`src/rtl/f_bist_pkg.sv`:
```
// Shared constants, state encoding and LFSR step for the f_bist_ctrl self-test wrapper around cone F.
package f_bist_pkg;

  localparam int VEC_W = 74;
  localparam int SIG_W = 16;

  // Fibonacci taps for x^74 + x^73 + x^59 + x^58 + 1, as a mask over the register.
  localparam logic [VEC_W-1:0] LFSR_TAPS = (74'b1 << 73) | (74'b1 << 72) |
                                           (74'b1 << 58) | (74'b1 << 57);
  localparam logic [SIG_W-1:0] MISR_POLY = 16'h1021;

  // Position of F's pins within vec: g7 at the top, descending to g145, then t_0.
  localparam int G7_BIT    = 73;
  localparam int G145_BIT  = 1;
  localparam int G_PIN_MSB = G7_BIT;
  localparam int G_PIN_LSB = G145_BIT;
  localparam int T0_BIT    = 0;

  typedef enum logic [1:0] {IDLE, RUN, DONE} state_t;

  function automatic logic [VEC_W-1:0] lfsr_step(input logic [VEC_W-1:0] s);
    return {s[VEC_W-2:0], ^(s & LFSR_TAPS)};
  endfunction

endpackage

```
`src/rtl/f_bist_misr.sv`:
```
// Serial 16-bit MISR compacting F's single response bit; clear wins over enable.
module f_bist_misr
  import f_bist_pkg::*;
(
  input  logic             clk,
  input  logic             rst_n,
  input  logic             clr,
  input  logic             en,
  input  logic             din,
  output logic [SIG_W-1:0] sig,
  output logic [SIG_W-1:0] sig_next
);

  always_comb begin
    sig_next = {sig[SIG_W-2:0], 1'b0} ^ ((sig[SIG_W-1] ^ din) ? MISR_POLY : '0);
  end

  always_ff @(posedge clk) begin
    if (!rst_n) begin
      sig <= '0;
    end else if (clr) begin
      sig <= '0;
    end else if (en) begin
      sig <= sig_next;
    end
  end

endmodule

```
`src/rtl/f_bist_ctrl.sv`:
```
// BIST controller: LFSR stimulus into cone F, MISR on g217, signature compare at end of run.
// Optional F_BIST_T0_HOLD_EN ties t_0 (vec[0]) to T0_TIE during RUN.
module f_bist_ctrl
  import f_bist_pkg::*;
#(
  parameter int unsigned      N_VEC  = 1024,
  parameter logic [VEC_W-1:0] SEED   = 74'h1,
  parameter logic             T0_TIE = 1'b0
) (
  input  logic             clk,
  input  logic             rst_n,
  input  logic             start,
  input  logic [SIG_W-1:0] exp_sig,
  input  logic             g217,
  output logic [VEC_W-1:0] vec,
  output logic             busy,
  output logic             done,
  output logic             pass,
  output logic [SIG_W-1:0] sig,
  output logic [15:0]      vec_cnt
);

`ifdef F_BIST_T0_HOLD_EN
  localparam bit T0_HOLD = 1'b1;
`else
  localparam bit T0_HOLD = 1'b0;
`endif

  localparam logic [15:0] N_LAST = 16'(N_VEC - 1);

  state_t           state;
  logic [VEC_W-1:0] lfsr;
  logic [VEC_W-1:0] lfsr_nxt;
  logic [SIG_W-1:0] sig_next;
  logic             last;
  logic             misr_clr;
  logic             misr_en;

  // The LFSR itself is never overridden; only the bit presented to F's t_0 is.
  function automatic logic [VEC_W-1:0] drive(input logic [VEC_W-1:0] v);
    return {v[VEC_W-1:1], T0_HOLD ? T0_TIE : v[T0_BIT]};
  endfunction

  always_comb begin
    lfsr_nxt = lfsr_step(lfsr);
    last     = (vec_cnt == N_LAST);
    misr_clr = start && (state != RUN);
    misr_en  = (state == RUN);
  end

  f_bist_misr u_misr (
    .clk      (clk),
    .rst_n    (rst_n),
    .clr      (misr_clr),
    .en       (misr_en),
    .din      (g217),
    .sig      (sig),
    .sig_next (sig_next)
  );

  always_ff @(posedge clk) begin
    if (!rst_n) begin
      state   <= IDLE;
      lfsr    <= '0;
      vec     <= '0;
      vec_cnt <= '0;
      busy    <= 1'b0;
      done    <= 1'b0;
      pass    <= 1'b0;
    end else begin
      case (state)
        IDLE, DONE: begin
          if (start) begin
            state   <= RUN;
            lfsr    <= SEED;
            vec     <= drive(SEED);
            vec_cnt <= '0;
            busy    <= 1'b1;
            done    <= 1'b0;
            pass    <= 1'b0;
          end
        end
        RUN: begin
          lfsr    <= lfsr_nxt;
          vec_cnt <= vec_cnt + 16'd1;
          if (last) begin
            // pass uses sig_next: this edge also folds in the final vector's response.
            state <= DONE;
            vec   <= '0;
            busy  <= 1'b0;
            done  <= 1'b1;
            pass  <= (sig_next == exp_sig);
          end else begin
            vec <= drive(lfsr_nxt);
          end
        end
        default: state <= IDLE;
      endcase
    end
  end

endmodule

```
`config.mk`:
```
export PLATFORM = sky130hd
export DESIGN_NAME = f_bist_ctrl
export DESIGN_NICKNAME = d
export VERILOG_FILES = /design/src/rtl/f_bist_pkg.sv /design/src/rtl/f_bist_misr.sv /design/src/rtl/f_bist_ctrl.sv
export SDC_FILE = /design/constraint.sdc
export NUM_CORES = 1
export LEC_CHECK = 0
export CORE_ASPECT_RATIO = 0.75
export CORE_MARGIN = 2
export CORE_UTILIZATION = 55
export DETAILED_ROUTE_END_ITERATION = 8
export PLACE_DENSITY = 0.92
export SYNTH_ARGS = -nofsm -noshare
export SYNTH_HDL_FRONTEND = slang
export SYNTH_SLANG_ARGS = --single-unit
```
`constraint.sdc`:
```
create_clock -name clk -period 4.1 [get_ports clk]
set_clock_uncertainty 0.1 [all_clocks]
set_input_delay 0.82 -clock clk [delete_from_list [all_inputs] [get_ports clk]]
set_output_delay 0.82 -clock clk [all_outputs]
set_load 0.01 [all_outputs]
```
Yosys cells after proc, flatten, opt, wreduce, memory -nomap -nowiden
Cells that the tools add are included.

word-level totals
  latch bits = 0
  input port bits = 20
  bits in registers = 185
  ROM bits = 0
  RAM bits = 0
  memories = 0
  word-level logic and storage cells = 46

cells by class
  equal/unequal tests = 7
  bitwise operators = 3
  add/sub/neg operators = 1
  divide/modulo/power cells = 0
  $lt $le $gt $ge = 0
  muxes and demuxes = 18
  shift operators = 0
  reductions and logical operators = 9
  $mul = 0

operators with widths
  cell                                                                      number
  74-bit case mux with 2 select lines                                       2
  74-bit two-way mux                                                        2
  74-bit parity                                                             1
  16-bit case mux with 2 select lines                                       1
  16-bit by 1-bit adder with 16-bit output (second input constant)          1
  16-bit by 10-bit equality test with 1-bit output (second input constant)  1
  16-bit equality test                                                      1
  16-bit two-way mux                                                        1
  16-bit XOR                                                                1
  13-bit two-way mux                                                        1
  1-bit case mux with 2 select lines                                        3
  1-bit two-way mux                                                         5
  2-bit two-way mux                                                         2
  2-bit != test (second input constant)                                     2
  2-bit case mux with 2 select lines                                        1
  2-bit AND reduction                                                       2
  2-bit OR reduction                                                        2
  3-bit AND reduction                                                       1
  2-bit by 1-bit equality test with 1-bit output (second input constant)    1
  2-bit equality test (second input constant)                               1
  2-bit zero test                                                           1
  2-bit by 1-bit != test with 1-bit output (second input constant)          1
  2-bit nonzero test                                                        1
  1-bit logical AND                                                         1
  other kinds (2)                                                           2

Depth between registers and ports, before layout
Gate-level depths: netlist of run 1.

  depth in word-level cells = 6
  gate-level depth with buffers = 7
  mapped depth without buffers = 5

Modules after synthesis
A second synthesis of run 1 with hierarchy kept.

unflattened totals
  cells, all modules = 712
  area, all modules = 6844.1 sq um

by module, submodules not included
  module       area each (sq um)  times used  seq. area each (sq um)  cells an instance
  f_bist_ctrl  6113.4             1           3383.2                  643
  f_bist_misr  730.7              1           320.3                   69

Least setup slack after synthesis of run 1
No wires, ideal clock.

  path type = input -> register
  start = input rst_n
  end = register vec[10]
  library setup time = 59 ps
  cell stages on the path = 5
  arrival time = 1955 ps
  path slack = 1987 ps
  path buffers = 2
  data required time = 3941 ps
  cell sequence = clkbuf_1 inv_1 a211oi_4 buf_6 a22o_1

RTL lines
  item                    RTL line           RTL
  start: declaration      f_bist_ctrl.sv:11  input logic rst_n,
  end signal: assignment  f_bist_ctrl.sv:76  vec <= drive(SEED);
  end signal: assignment  f_bist_ctrl.sv:94  vec <= drive(lfsr_nxt);
  end: declaration        f_bist_ctrl.sv:15  output logic [VEC_W-1:0] vec,

Final worst setup path of run 1
  start = input start
  end = register vec[66]

between the ends
  word-level cells in the longest chain between the ends = 2

ends and longest elaborated chain
  item                                  RTL line           RTL
  start: declaration                    f_bist_ctrl.sv:12  input logic start,
  2-bit != test (no source line)        -
  2-bit AND reduction (no source line)  -

No other way between the ends.
A chain may end at the register's enable or synchronous reset.

==> results of run 1 <==
==> power by group through the flow <==
stage	sequential (mW)	clock, mW	combinational [mW]
2_1_floorplan	1.85	0	0.130
3_3_place_gp	1.85	0	0.178
3_5_place_dp	1.85	0	0.183
4_1_cts	1.81	1.70	0.185
5_1_grt	1.81	1.76	0.201
6_report	1.81	1.68	0.186
==> area by class of cell <==
type,instances,area [sq um],share of cell area
Multi-Input combinational cell,396,2550,0.301
Clock buffer,18,439,0.0520
Sequential cell,185,3700,0.438
Inverter,4,15.0,0.00178
Timing Repair Buffer,137,1360,0.161
Tap cell,162,203,0.0240
Clock inverter,14,179,0.0212
==> cell usage after synthesis, types with 3 or more instances <==
library cell	count
inv_1	4
nor3_1	3
a22oi_1	72
nand2_1	51
o211ai_1	5
nor2_1	84
a21oi_1	32
buf_6	8
o311ai_0	3
a22o_1	73
or3_1	4
clkbuf_1	28
buf_2	10
nand4_1	7
nor4_1	4
nand3_1	6
buf_4	15
dfxtp_1	185
xnor2_1	20
==> state kept, by name, summed over array words and instances, names as in the netlist <==
signal and flops:
vec_cnt 16, done 1, u_misr.sig 16, vec 74
lfsr 74, pass 1, busy 1, state 2
==> cell usage in the layout (no fill, tap or decap), types with 3 or more instances in the layout <==
cell type and count:
or3_1 4, inv_1 3, inv_6 3, clkbuf_16 17, clkdlybuf4s50_1 128, nand3_1 6
nand4_1 7, a21oi_1 32, o311ai_0 3, nor4_1 4, nor3_1 3, o211ai_1 5
inv_8 4, a22oi_1 72, dfxtp_1 185, nand2_1 51, a22o_1 73, xnor2_1 20
clkinvlp_4 3, buf_4 8, nor2_1 82
==> routing by layer <==
metal | wire (microns) | GRT usage | up-vias
li1 | - | - | 2532
met1 | 6950 | 0.337 | 2594
met2 | 7230 | 0.375 | 216
met3 | 1020 | 0.0451 | 26
met4 | 261 | 0.0876 | 0
met5 | 0 | 0 | -
==> kinds of logic after synthesis <==
kind of cell	Yosys count
AO/OA/AOI/OAI	197
flip-flops	185
AND/OR/NAND/NOR	175
buffers and inverters	67
XOR/XNOR	21
multiplexers	2
adder cells (fa/ha/maj)	1
==> metrics by stage <==
step                      hold slack (ns)   util
after global placement              0.348  0.672
after floorplan                     0.346      -
after detailed placement            0.349  0.672
after global routing                0.388  0.725
after CTS                           0.357  0.725
final                               0.354  0.725
==> worst paths after layout <==
kind             end  slack (ns)  cells after the start
max          vec[66]        1.12                      6
min             done        0.35                      2
max reg2reg  vec[66]        1.48                      5
min reg2reg     done        0.35                      2
==> worst reg2reg max path: cells and delay by family, from the launching register on <==
kind                   cells  cell delay (ns)
AOI/OAI and AO/OA          1             0.19
buffers and inverters      1             0.38
DFF                        1             0.45
and+or+nand+nor            3             1.45
==> results.yml, run 1 <==
outcome:
  outcome: "complete, no violations"
place:
  gp_congestion: 0.900
  numPlacedInstances: 884
  portBuffers: 128
  dp_slack_ns: 0.725
  dpl.hpwl_microns: 9700
  place_area_sq_um: 7830
logic_synthesis:
  yosysWarnings: 0
  synth_top_cell_by_area: "dfxtp_1"
  synth_area_leaders: "dfxtp_1, a22o_1, a22oi_1"
  synthAdderAreaFrac: 0.00189
  synth.mux.area_fraction: 0.00341
  ys_seq_area_frac: 0.560
  yosys.cell_types.count: 42
  synth_nets: 669
  synth-main-ff-cell: "dfxtp_1"
  synth_xor_area_frac: 0.0278
  syn_area_sq_um: 6610
  avgSynthCellArea_sq_um: 10.2
  synth_compound_area_frac: 0.229
  synth_top_area_share: 0.560
  ys_async_sr_fraction: 0
  synth-simple-area-share: 0.120
  synth_top_family_by_area: "compound AO/OA/AOI/OAI gates"
  netlist_instances: 648
  synth-edff-count: 0
  synth-seq-cells: 185
grt:
  antenna_found_initial: 0
  grt_usage: 0.241
  globalRouteOverflowTotal: 0
  grt_pass1_wl_microns: 25000
  grt_pass1_vias: 4971
  grt_max_degree: 94
final_layout:
  drive_gt1_frac: 0.0756
  final_cells: 916
  antenna_cells: 0
  synthToLayoutAreaGrowth_pct: 27.8
  fin_nets: 762
  fill_cells: 792
  final_area_sq_um: 8450
worst_setup_path:
  rr_startpoint: "state[0]"
  end_kind: "flop"
  cp_slowest_stage_delay_ns: 0.71
  crit_arrival_ns: 3.24
  path_max_fanout: 37
  path_cells: "clkdlybuf4s50_1, nand2b_1, nand2_1, nor2_4, buf_4, a22o_1"
  required_ns: 4.36
  slowest_stage: "nor2_4"
  worstSetupPathType: "primary input to flop"
  start_kind: "primary input"
  path_buf_inv: 2
  worstSetupStartpoint: "start"
  cp_top_family: "simple AND/OR/NAND/NOR gates"
flow_run:
  drv_cap: 0
worst_hold_path:
  hp-class: "flop to flop"
  worstHoldStart: "done"
route:
  wl_per_cell_microns: 16.9
  drt_iter0_drc: 596
  drc: 0
  vias: 5368
  avgViaCountPerCell: 5.86
  antenna_left: 0
  routed_wirelength_microns: 15500
  firstDrtPassIters: 5
clock_tree:
  insertion_delay_ns: 0.43
  clk_pin_slew_worst_paths_ns: 0.07
  clk_path_buf_depth: 2
  cts_inserted_buffers: 17
  cts_setup_buffers: 0
  htreeDepth: 4
  cts_resized: 0
  cts.sinks: 185
  cts-root-buf: "clkbuf_16"
  hold_buffers: 0
  cts_tree: "yes"
sta:
  period_share: 0.727
  finalHoldViolCount: 0
  max_slew_margin: 0.368
  worst_slew_pin_slew_ns: 0.948
  finalSetupViolations: 0
  finalSetupTns_ns: 0
  rsz0062_at_grt: "no"
  fin_crit_ns: 2.98
  drv_slew: 0
  worst_slack_ns: 1.12
  fmaxAchievable_mhz: 335
power_and_ir_drop:
  power_density_nw_per_um2: 436
  combPwrFrac: 0.051
  p_total_mw: 3.68
  p_switching_mw: 0.877
  seq_power_share: 0.493
  p_leak_nw: 2.95
  vdd_drop_max_uv: 293
  power.share.switching: 0.238
  internal-power_mw: 2.80
  clkPwrFrac: 0.457
die:
  die-area_sq_um: 12900
  die_h_microns: 98.9
  num_io_pins: 129
  die_w_microns: 131
  coreArea_sq_um: 11700
  start_util: 0.567
  rows: 34
(Power assumes the default switching activity.)
==> inputs of run 2 (changes only) <==
--- a/config.mk
+++ b/config.mk
@@ -7,9 +7,9 @@
 export LEC_CHECK = 0
 export CORE_ASPECT_RATIO = 0.75
 export CORE_MARGIN = 2
-export CORE_UTILIZATION = 55
+export CORE_UTILIZATION = 51
 export DETAILED_ROUTE_END_ITERATION = 8
-export PLACE_DENSITY = 0.92
+export PLACE_DENSITY = 0.87
 export SYNTH_ARGS = -nofsm -noshare
 export SYNTH_HDL_FRONTEND = slang
 export SYNTH_SLANG_ARGS = --single-unit
==> constraint.sdc (replaced) <==
create_clock -name clk -period 2.9 [get_ports clk]
set_clock_uncertainty 0.1 [all_clocks]
set_input_delay 0.58 -clock clk [delete_from_list [all_inputs] [get_ports clk]]
set_output_delay 0.58 -clock clk [all_outputs]
set_load 0.01 [all_outputs]
==> run 2 against run 1 <==
Against the previous run:
- clock power rose by 49%
- highest routed layer unchanged
- largest cell class unchanged
- critical path depth did not move
- sequential power rose by 41%
- sequential share of layout area fell by 0.34 points
- first-iteration DRC count fell by 12%
- die area rose by 7.6%
- critical path type unchanged
- non-clock buffer count rose by 3
==> results.yml, run 2 (synthesized netlist as in run 1, its figures left out) <==
sta:
  rsz0062_at_grt: "no"
  fin_crit_ns: 2.54
  finalHoldViolCount: 0
  finalSetupViolations: 0
  worst_slew_pin_slew_ns: 1.25
  finalSetupTns_ns: 0
  fmaxAchievable_mhz: 394
  fin_hold_ws_ns: 0.368
  max_slew_margin: 0.166
  period_share: 0.874
  drv_slew: 0
final_layout:
  drive_gt1_frac: 0.0793
  fin_nets: 765
  final_area_sq_um: 8510
  fill_cells: 919
  final_cells: 923
  final_cell_mix: "dfxtp_1, clkdlybuf4s50_1, nor2_1"
  antenna_cells: 0
  top_regs: "lfsr (74), vec (74)"
  synthToLayoutAreaGrowth_pct: 28.8
  final_common_cell: "dfxtp_1"
route:
  firstDrtPassIters: 6
  drc: 0
  vias: 5428
  antenna_left: 0
  routed_wirelength_microns: 16300
  avgViaCountPerCell: 5.88
  wl_per_cell_microns: 17.7
  drt_iter0_drc: 525
die:
  start_util: 0.529
  coreArea_sq_um: 12500
  num_io_pins: 129
  die_h_microns: 103
  rows: 35
  die_w_microns: 135
  die-area_sq_um: 13900
clock_tree:
  htreeDepth: 4
  insertion_delay_ns: 0.43
  clk_path_buf_depth: 2
  cts_resized: 0
  cts_tree: "yes"
  clk_pin_slew_worst_paths_ns: 0.07
  hold_buffers: 0
  cts.sinks: 185
  cts-root-buf: "clkbuf_16"
  cts_inserted_buffers: 17
  cts_setup_buffers: 0
worst_setup_path:
  path_max_fanout: 53
  required_ns: 3.16
  end_kind: "flop"
  rrSetupSlack_ns: 0.40
  crit_arrival_ns: 2.80
  cp_slowest_stage_delay_ns: 0.94
  r2r_end: "vec[56]"
  slowest_stage: "nor2_4"
  start_kind: "primary input"
  path_cells: "clkdlybuf4s50_1, nand2b_1, nand2_1, nor2_4, buf_4, a22o_1"
  worstSetupEndpoint: "vec[56]"
  rr_startpoint: "state[0]"
  worstSetupPathType: "primary input to flop"
  r2r_cells: 5
  worstSetupStartpoint: "start"
place:
  numPlacedInstances: 891
  portBuffers: 128
  place_area_sq_um: 7870
  gp_congestion: 0.833
  dpl.hpwl_microns: 10400
grt:
  grt_pass1_vias: 5132
  grtUsageMet3: 0.0629
  grt_pass1_wl_microns: 26100
  grt_util_met2: 0.389
  grt_max_degree: 74
  grt_usage: 0.239
  globalRouteOverflowTotal: 0
  grtUsageMet1: 0.309
  antenna_found_initial: 0
  top_usage_layer: "met2"
outcome:
  outcome: "complete, no violations"
flow_run:
  drv_cap: 0
power_and_ir_drop:
  p_total_mw: 5.34
  vdd_drop_max_uv: 489
  p_leak_nw: 2.99
  power_density_nw_per_um2: 627
worst_hold_path:
  hp-class: "flop to flop"
## run 2: worst min path at each step
stage | start | end | depth (start not counted)
2_1_floorplan | lfsr[73] | lfsr[73] | 2
3_3_place_gp | done | done | 2
3_5_place_dp | done | done | 2
4_1_cts | done | done | 2
5_1_grt | done | done | 2
6_report | done | done | 2
## run 2: layout make-up
cell class / instances / area (sq um) / share of cell area
well taps: 166 / 208 / 0.0244
inverters: 4 / 15.0 / 0.00176
clock inverters: 15 / 218 / 0.0256
repair buffers: 140 / 1400 / 0.164
flip-flops and latches: 185 / 3700 / 0.435
multi-input cells: 396 / 2550 / 0.299
clock buffers: 17 / 425 / 0.0500
## run 2: through the flow
| stage | worst slack, ns | util |
|---|---|---|
| 6_report | 0.364 | 0.682 |
| 4_1_cts | 0.388 | 0.682 |
| 2_1_floorplan | 0.900 | - |
| 3_5_place_dp | -0.0538 | 0.630 |
| 5_1_grt | 0.187 | 0.682 |
| 3_3_place_gp | 0.0355 | 0.630 |
## run 2: metal layers
metal / wire length, microns / part of all wire
met2: 7800 / 0.48
met3: 972 / 0.060
met1: 7240 / 0.44
met4: 323 / 0.020
met5: 0 / 0
## run 2: where the power goes
part / total [mW] / internal [mW] / leakage, nW / switching [mW]
sequential: 2.56 / 2.55 / 1.49 / 0.0124
clock: 2.50 / 1.47 / 0.313 / 1.03
combinational: 0.279 / 0.0856 / 1.18 / 0.193
total: 5.34 / 4.10 / 2.99 / 1.24
## run 2: worst max-delay path, delay by kind of cell
kind,cells,cell delay [ns]
AOI/OAI and AO/OA,1,0.20
buffers and inverters,2,0.83
and+or+nand+nor,3,1.16
